**src/rtl/tt_um_ternary_mac.sv**
```systemverilog
// Ternary-weight vector MAC: streams activations through a live
// weight matrix, then drains saturated column sums one per transfer.
module tt_um_ternary_mac #(
  parameter int MAX_IN_LEN    = 16,
  parameter int MAX_OUT_LEN   = 8,
  parameter int BIT_WIDTH_IN  = 8,
  parameter int BIT_WIDTH_OUT = 13
) (
  input  logic                               clk,
  input  logic                               rst_n,
  input  logic                               ena,
  input  logic [2*MAX_IN_LEN*MAX_OUT_LEN-1:0] ui_weights,
  input  logic                               ui_load_done,
  input  logic                               ui_in_valid,
  input  logic signed [BIT_WIDTH_IN-1:0]     ui_in_data,
  output logic                               uo_in_ready,
  output logic                               uo_out_valid,
  output logic signed [BIT_WIDTH_OUT-1:0]    uo_out_data,
  output logic [$clog2(MAX_OUT_LEN)-1:0]     uo_out_idx,
  input  logic                               ui_out_ready
);

  localparam int ACC_W = BIT_WIDTH_IN + $clog2(MAX_IN_LEN) + 1;
  localparam int IW    = $clog2(MAX_IN_LEN);
  localparam int OW    = $clog2(MAX_OUT_LEN);
  localparam int RW    = 2 * MAX_OUT_LEN;

  localparam logic signed [ACC_W-1:0] SAT_MAX =
    ACC_W'((2 ** (BIT_WIDTH_OUT - 1)) - 1);
  localparam logic signed [ACC_W-1:0] SAT_MIN = ~SAT_MAX;

  typedef enum logic [1:0] {
    IDLE  = 2'd0,
    ACCUM = 2'd1,
    DRAIN = 2'd2
  } state_t;

  state_t r_state;
  state_t w_next;

  logic [IW-1:0]           r_in_idx;
  logic [OW-1:0]           r_out_idx;
  logic signed [ACC_W-1:0] r_acc [MAX_OUT_LEN];

  logic                    w_load;
  logic                    w_in_fire;
  logic                    w_out_fire;
  logic                    w_in_last;
  logic                    w_out_last;
  logic                    w_clr;
  logic [RW-1:0]           w_row;
  logic signed [ACC_W-1:0] w_x;
  logic signed [ACC_W-1:0] w_sel;
  logic signed [BIT_WIDTH_OUT-1:0] w_sat;

  // a load pulse aborts any transfer that coincides with it
  assign w_load     = ena & ui_load_done;
  assign w_in_fire  = uo_in_ready & ui_in_valid & ~ui_load_done;
  assign w_out_fire = uo_out_valid & ui_out_ready & ~ui_load_done;
  assign w_in_last  = (r_in_idx == IW'(MAX_IN_LEN - 1));
  assign w_out_last = (r_out_idx == OW'(MAX_OUT_LEN - 1));
  assign w_clr      = w_load | (w_out_fire & w_out_last);

  assign w_row = ui_weights[int'(r_in_idx) * RW +: RW];
  assign w_x   = {{(ACC_W - BIT_WIDTH_IN){ui_in_data[BIT_WIDTH_IN-1]}},
                  ui_in_data};

  assign w_sel = r_acc[r_out_idx];

  always_comb begin
    w_sat = w_sel[BIT_WIDTH_OUT-1:0];
    if (w_sel > SAT_MAX) begin
      w_sat = SAT_MAX[BIT_WIDTH_OUT-1:0];
    end else if (w_sel < SAT_MIN) begin
      w_sat = SAT_MIN[BIT_WIDTH_OUT-1:0];
    end
  end

  always_ff @(posedge clk or negedge rst_n) begin
    if (!rst_n) begin
      r_state <= IDLE;
    end else if (ena) begin
      r_state <= w_next;
    end
  end

  always_comb begin
    w_next = r_state;
    unique case (r_state)
      IDLE: begin
        if (w_load) w_next = ACCUM;
      end
      ACCUM: begin
        if (w_load) begin
          w_next = ACCUM;
        end else if (w_in_fire && w_in_last) begin
          w_next = DRAIN;
        end
      end
      DRAIN: begin
        if (w_load) begin
          w_next = ACCUM;
        end else if (w_out_fire && w_out_last) begin
          w_next = ACCUM;
        end
      end
      default: w_next = IDLE;
    endcase
  end

  always_comb begin
    uo_in_ready  = 1'b0;
    uo_out_valid = 1'b0;
    uo_out_data  = '0;
    uo_out_idx   = '0;
    unique case (r_state)
      ACCUM: uo_in_ready = ena;
      DRAIN: begin
        uo_out_valid = ena;
        uo_out_data  = w_sat;
        uo_out_idx   = r_out_idx;
      end
      default: ;
    endcase
  end

  always_ff @(posedge clk or negedge rst_n) begin
    if (!rst_n) begin
      r_in_idx  <= '0;
      r_out_idx <= '0;
    end else if (ena) begin
      if (w_clr) begin
        r_in_idx  <= '0;
        r_out_idx <= '0;
      end else begin
        if (w_in_fire) begin
          r_in_idx <= w_in_last ? '0 : r_in_idx + 1'b1;
        end
        if (w_out_fire) begin
          r_out_idx <= r_out_idx + 1'b1;
        end
      end
    end
  end

  // codes 2'b00 and 2'b10 both mean zero weight
  always_ff @(posedge clk or negedge rst_n) begin
    if (!rst_n) begin
      for (int j = 0; j < MAX_OUT_LEN; j++) begin
        r_acc[j] <= '0;
      end
    end else if (ena) begin
      if (w_clr) begin
        for (int j = 0; j < MAX_OUT_LEN; j++) begin
          r_acc[j] <= '0;
        end
      end else if (w_in_fire) begin
        for (int j = 0; j < MAX_OUT_LEN; j++) begin
          case (w_row[2*j +: 2])
            2'b01:   r_acc[j] <= r_acc[j] + w_x;
            2'b11:   r_acc[j] <= r_acc[j] - w_x;
            default: r_acc[j] <= r_acc[j];
          endcase
        end
      end
    end
  end

endmodule

```
**config.mk**
```make
export PLATFORM = sky130hd
export DESIGN_NAME = tt_um_ternary_mac
export DESIGN_NICKNAME = d
export VERILOG_FILES = /design/src/rtl/tt_um_ternary_mac.sv
export SDC_FILE = /design/constraint.sdc
export NUM_CORES = 1
export LEC_CHECK = 0
export BUFFER_PORTS_ARGS = -buffer_cell sky130_fd_sc_hd__buf_4
export CAP_MARGIN = 20
export CORE_ASPECT_RATIO = 0.9
export CORE_MARGIN = 5
export CORE_UTILIZATION = 50
export CTS_BUF_LIST = sky130_fd_sc_hd__clkbuf_8
export DETAILED_ROUTE_END_ITERATION = 8
export PLACE_DENSITY = 0.79
export SETUP_SLACK_MARGIN = 0.15
export SLEW_MARGIN = 20
export SYNTH_ARGS = -nofsm -noshare
export SYNTH_HDL_FRONTEND = slang
export SYNTH_SLANG_ARGS = --single-unit
```
**constraint.sdc**
```tcl
create_clock -name clk -period 9.4 [get_ports clk]
set_clock_uncertainty 0.05 [all_clocks]
set_input_delay 0.94 -clock clk [delete_from_list [all_inputs] [get_ports clk]]
set_output_delay 0.94 -clock clk [all_outputs]
set_load 0.03 [all_outputs]
```
Word level (Yosys, flattened, before mapping). Cells that the tools add are included.

Register bits after elaboration: 113. Output and inout bits: 18.

Bitwise logic cells: 9. Mux-type cells: 30. $lt $le $gt $ge: 3. Equality and inequality tests: 23. Shift operators: 1. Reductions and logical operators: 24. Add/subtract/negate cells: 18.

Operators by type and width (count): $shiftx A256 B9 Y16 (1); $mux W104 (2); $pmux W13 S2 (8); $add A13 B8 Y13 (8); $sub A13 B8 Y13 (8); $mux W13 (5); $bmux W13 S3 (1); $reduce_and A3 Y1 (8); $reduce_bool A3 Y1 (8); $eq A2 B1 Y1 const B (9); $eq A2 B2 Y1 const B (9); $gt A13 B13 Y1 const B (1); $lt A13 B13 Y1 const B (1); $mux W4 (3); $mux W2 (5); $mux W3 (3); $and A1 B1 Y1 (6); $ne A3 B3 Y1 const B (2); $pmux W2 S3 (1); $add A4 B1 Y4 const B (1); $eq A4 B4 Y1 const B (1); $ge A4 B4 Y1 const B (1); $not A3 Y4 (1); $reduce_and A2 Y1 (2); 10 further kinds (13).

Logic depth before layout (Yosys ltp).
Word-level depth: 8. Gate-level depth with buffers: 19. Gate-level depth less buffers: 15.

Worst setup path after synthesis. OpenSTA, ideal clock, no wires.

Path type: input to register. From: input port ui_in_data[1]. To: register r_acc[12] in the netlist's numbering. Path buffers: 4. Library setup time: 0.129 ns. Setup slack: 4.843 ns. Stages on the path: 19. Arrival: 4.378 ns. Path through: clkbuf_1 > inv_1 > ha_1 > buf_2 > nor3b_4 > nor3b_4 > a21oi_1 > buf_2 > mux2i_1 > ha_1 > clkbuf_1 > a21oi_1 > o21ai_0 > a211oi_1 > o21bai_1 > a21oi_1 > xor2_1 > o211ai_1 > o31ai_1.

Longest elaborated chain between the ends: 4. Elaborated cells between the ends (all ways): 5. Classes of those cells: 2 x add/sub; 3 x mux.

RTL lines: start, declared (RTL line 15) `input logic signed [BIT_WIDTH_IN-1:0] ui_in_data,`; $sub A13 B8 Y13 / $add A13 B8 Y13 (equally long branches) (RTL line 161, 160); $pmux W13 S2 (*) (RTL line 159) `case (w_row[2*j +: 2])`; $mux W104 (*) (RTL line 157) `end else if (w_in_fire) begin`; $mux W104 (*) (RTL line 153) `if (w_clr) begin`; end signal, assigned by index (RTL line 160) `2'b01: r_acc[j] <= r_acc[j] + w_x;`; end signal, assigned by index (RTL line 161) `2'b11: r_acc[j] <= r_acc[j] - w_x;`; end signal, assigned by index (RTL line 162) `default: r_acc[j] <= r_acc[j];`; end, declared (RTL line 43) `logic signed [ACC_W-1:0] r_acc [MAX_OUT_LEN];`.

Every way passes the cells marked *; elsewhere a longest branch is shown, timed or not. The select of a mux whose other input is x is not followed. A chain may end at the register's enable or synchronous reset.

Worst setup path after layout.
From: register r_in_idx[0]. To: register r_acc[47] in the netlist's numbering.

Longest elaborated chain between the ends: 5. Elaborated cells between the ends (all ways): 8. Classes of those cells: 2 x eq/ne; 1 x shift; 3 x mux; 2 x reduce/logical.

RTL lines: start, declared (RTL line 41) `logic [IW-1:0] r_in_idx;`; start signal, assigned (RTL line 137) `r_in_idx <= w_in_last ? '0 : r_in_idx + 1'b1;`; $shiftx A256 B9 Y16 (*) (RTL line 64) `assign w_row = ui_weights[int'(r_in_idx) * RW +: RW];`; $eq A2 B2 Y1 / $eq A2 B1 Y1 (equally long branches) (RTL line 159); $pmux W13 S2 (RTL line 159); $mux W104 (RTL line 157); $mux W104 (RTL line 153).

Marks and branches as above.

==> impl_metrics.py <==
metrics = {
    "outcome": {
        "status": "completed",
    },
    "synthesis": {
        "synth-xor-area-share_pct": 8.39,
        "synth_top_family_by_area": "multiplexers",
        "seq_area_frac_synth_pct": 22.4,
        "synth-simple-area-share_pct": 14.1,
        "ys_ff_latch": 113,
        "synth-edff-count": 0,
        "synth_compound_area_share_pct": 17.7,
        "syn_avg_cell_area_um2": 9.47,
        "synth_cell_types": 72,
        "async_flop_share_pct": 100,
        "mappedNetlistNets": 1712,
        "syn_inst": 1334,
        "synthFlopType": "dfrtp_1",
        "synth-adder-area-share_pct": 11.2,
        "netlist_area_mm2": 0.0126,
        "yosys_warnings": 0,
        "synth.mux.area_fraction_pct": 21.5,
    },
    "route": {
        "wl_per_cell_um": 22.0,
        "vias_per_cell": 6.19,
        "drtIter0Drc": 1137,
        "wirelength_um": 42200,
        "first_pass_iters": 7,
        "drc": 0,
        "ant_nets": 0,
        "num_vias": 11900,
    },
    "sta": {
        "max_freq_ghz": 0.178,
        "layout_min_cycle_time_ps": 5600,
        "setup_viol_count_final": 0,
        "rsz0062_at_grt": "no",
        "fin_crit_sh_pct": 59.6,
        "worst_slew_pin_slew_ps": 1010,
        "finalSetupTns_ps": 0,
        "final_max_slew_viol_count": 0,
        "maxSlewHeadroom_pct": 32.6,
        "hold_violations": 0,
        "setup_slack_ps": 3800,
    },
    "clocking": {
        "root_buffer": "clkbuf_8",
        "postCtsHoldBufs": 0,
        "tritoncts": "yes",
        "cts_repair_resize_count": 0,
        "clk_latency_ps": 450,
        "clk_path_buf_depth": 2,
        "h-tree-depth": 4,
        "cts.reportedPaths.clkPinSlew_ps": 70,
        "cts_setup_buffers": 0,
        "clkSinkCount": 113,
        "cts_buffers": 17,
    },
    "global_route": {
        "grt_usage_pct": 29.3,
        "grt_pass1_wl_um": 65500,
        "grt_max_degree": 71,
        "grt_pass1_vias": 11900,
        "globalRouteOverflowTotal": 0,
        "antenna_found_initial": 0,
    },
    "cells_and_area": {
        "layout.area.seq_mm2": 0.00283,
        "final_common_cell": "buf_4",
        "antenna_cells": 0,
        "drive_above_1_share_pct": 28.1,
        "multi_input_area_mm2": 0.00923,
        "final_cell_mix": "297 x buf_4, 113 x o21ai_0, 111 x nor2_1",
        "final.fill_count": 2113,
        "area_delta_synth_final_pct": 20.3,
        "final_nets": 1943,
    },
    "worst_setup_path": {
        "reg2regPathDepth": 15,
        "crit_fanout": 39,
        "rrSetupSlack_ps": 3800,
        "startpoint": "r_in_idx[0]",
        "start_kind": "register",
        "required_ps": 9680,
        "setup.worst_path.end_class": "register",
        "crit_end": "r_acc[47]",
        "slowest_stage": "dfrtp_4",
        "max_stage_delay_ps": 840,
        "crit_chain": "buf_4, mux4_2, mux2i_1, mux2_2, a21oi_2, mux2i_1, fa_1, a21o_1, a2111oi_0, nor2b_1, and2_1, o21ai_0, nand2b_1, xor2_1, mux2_2",
        "path_class": "reg -> reg",
        "critical-path-top-delay-family": "compound AO/OA/AOI/OAI gates",
        "crit_cells": 15,
        "reg2reg_from": "r_in_idx[0]",
        "reg2reg_to": "r_acc[47]",
        "worstPathArrival_ps": 5890,
        "cp_num_buf_inv": 1,
    },
    "floorplanning": {
        "dieArea_mm2": 0.0286,
        "core_mm2": 0.0250,
        "row_count": 55,
        "die_h_um": 161,
        "die_w_um": 178,
        "initial_core_util_pct": 50.5,
        "ios": 288,
    },
    "power_and_ir_drop": {
        "switching_power_mw": 1.10,
        "pwr-share-clk_pct": 15.6,
        "powerDensity_mw_per_mm2": 170,
        "p_leak_nw": 6.82,
        "sequentialPowerShare_pct": 27.2,
        "p_int_mw": 1.48,
        "combPwrFrac_pct": 57.1,
        "irDropWorstVdd_uv": 93.1,
        "swShare_pct": 42.5,
    },
    "placement": {
        "globalplace.congestion": 0.943,
        "dp_hpwl_um": 33400,
        "place_ws_ps": 3810,
        "io_buffers": 287,
    },
    "job": {
        "drv_cap": 0,
    },
    "hold_path": {
        "hold_class": "reg -> reg",
    },
}
==> kinds of logic after synthesis <==
logic type,after synthesis
and+or+nand+nor,368
AOI/OAI and AO/OA,340
muxes,156
buffers and inverters,128
xor gates and xnor gates,121
DFF,113
adders and majority gates,108
==> per-layer routing <==
layer,wire (um),track usage (%),up-vias
li1,-,-,5445
met1,17000,39.2,5755
met2,19700,47.1,585
met3,4350,8.19,72
met4,1110,7.77,0
met5,0,0,-
==> Yosys cell counts, types with 7 or more instances <==
master / number / area share, %
nand2_1: 72 / 2.1
mux2_2: 7 / 0.62
o21ai_0: 113 / 4.5
clkbuf_1: 45 / 1.3
buf_1: 9 / 0.27
nand4_1: 7 / 0.35
nand3_1: 79 / 3.1
nor4_1: 11 / 0.54
a21oi_1: 65 / 2.6
a22oi_1: 12 / 0.71
a211oi_1: 9 / 0.53
o31ai_1: 20 / 1.2
inv_1: 43 / 1.3
nor2b_1: 17 / 0.84
ha_1: 100 / 9.9
dfrtp_1: 113 / 22
o211ai_1: 10 / 0.59
nand2b_1: 19 / 0.94
nor2_1: 111 / 3.3
nor3_1: 18 / 0.71
buf_2: 21 / 0.83
o21a_1: 28 / 1.7
and2_1: 10 / 0.50
xor2_1: 41 / 2.8
mux4_2: 81 / 14
fa_1: 8 / 1.3
mux2i_1: 56 / 4.4
a21o_1: 23 / 1.4
xnor2_1: 80 / 5.5
==> metrics by stage <==
step                      power [mW]  hold slack (ps)  cells  util (%)  cell area [um2]
after global placement          2.10              420   1888      59.4            14900
after floorplan                 1.78              390   1334         -            12600
after detailed placement        2.15              424   1888      59.4            14900
after global routing            2.76              481   1917      60.7            15200
after CTS                       2.56              438   1917      60.7            15200
final                           2.58              434   1917      60.7            15200
==> worst min-delay path by stage <==
stage | start | slack [ps] | end | cells past startpoint
2_1_floorplan | r_acc[25] | 390 | r_acc[25] | 1
3_3_place_gp | r_acc[51] | 420 | r_acc[51] | 1
3_5_place_dp | r_acc[51] | 420 | r_acc[51] | 1
4_1_cts | r_acc[51] | 440 | r_acc[51] | 1
5_1_grt | r_acc[51] | 480 | r_acc[51] | 1
6_report | r_acc[38] | 430 | r_acc[38] | 1
==> power groups by stage <==
| stage | Sequential [mW] | Clock, mW | Combinational (mW) |
|---|---|---|---|
| 2_1_floorplan | 0.637 | 0 | 1.14 |
| 3_3_place_gp | 0.700 | 0 | 1.40 |
| 3_5_place_dp | 0.703 | 0 | 1.44 |
| 4_1_cts | 0.695 | 0.409 | 1.46 |
| 5_1_grt | 0.711 | 0.431 | 1.62 |
| 6_report | 0.702 | 0.403 | 1.47 |
==> sequential cells by signal, summed over array words and instances, names as in the netlist <==
name       cells
r_acc        104
r_out_idx      3
r_in_idx       4
r_state        2
==> final cells by class <==
class	count	share of cell area (%)
inverters	43	1.06
flip-flops and latches	113	18.6
multi-input cells	1093	60.7
clock buffers	21	1.90
well taps	342	2.81
clock inverters	8	0.197
repair buffers	297	14.7
Note: power is estimated with default switching activity, not from simulation.
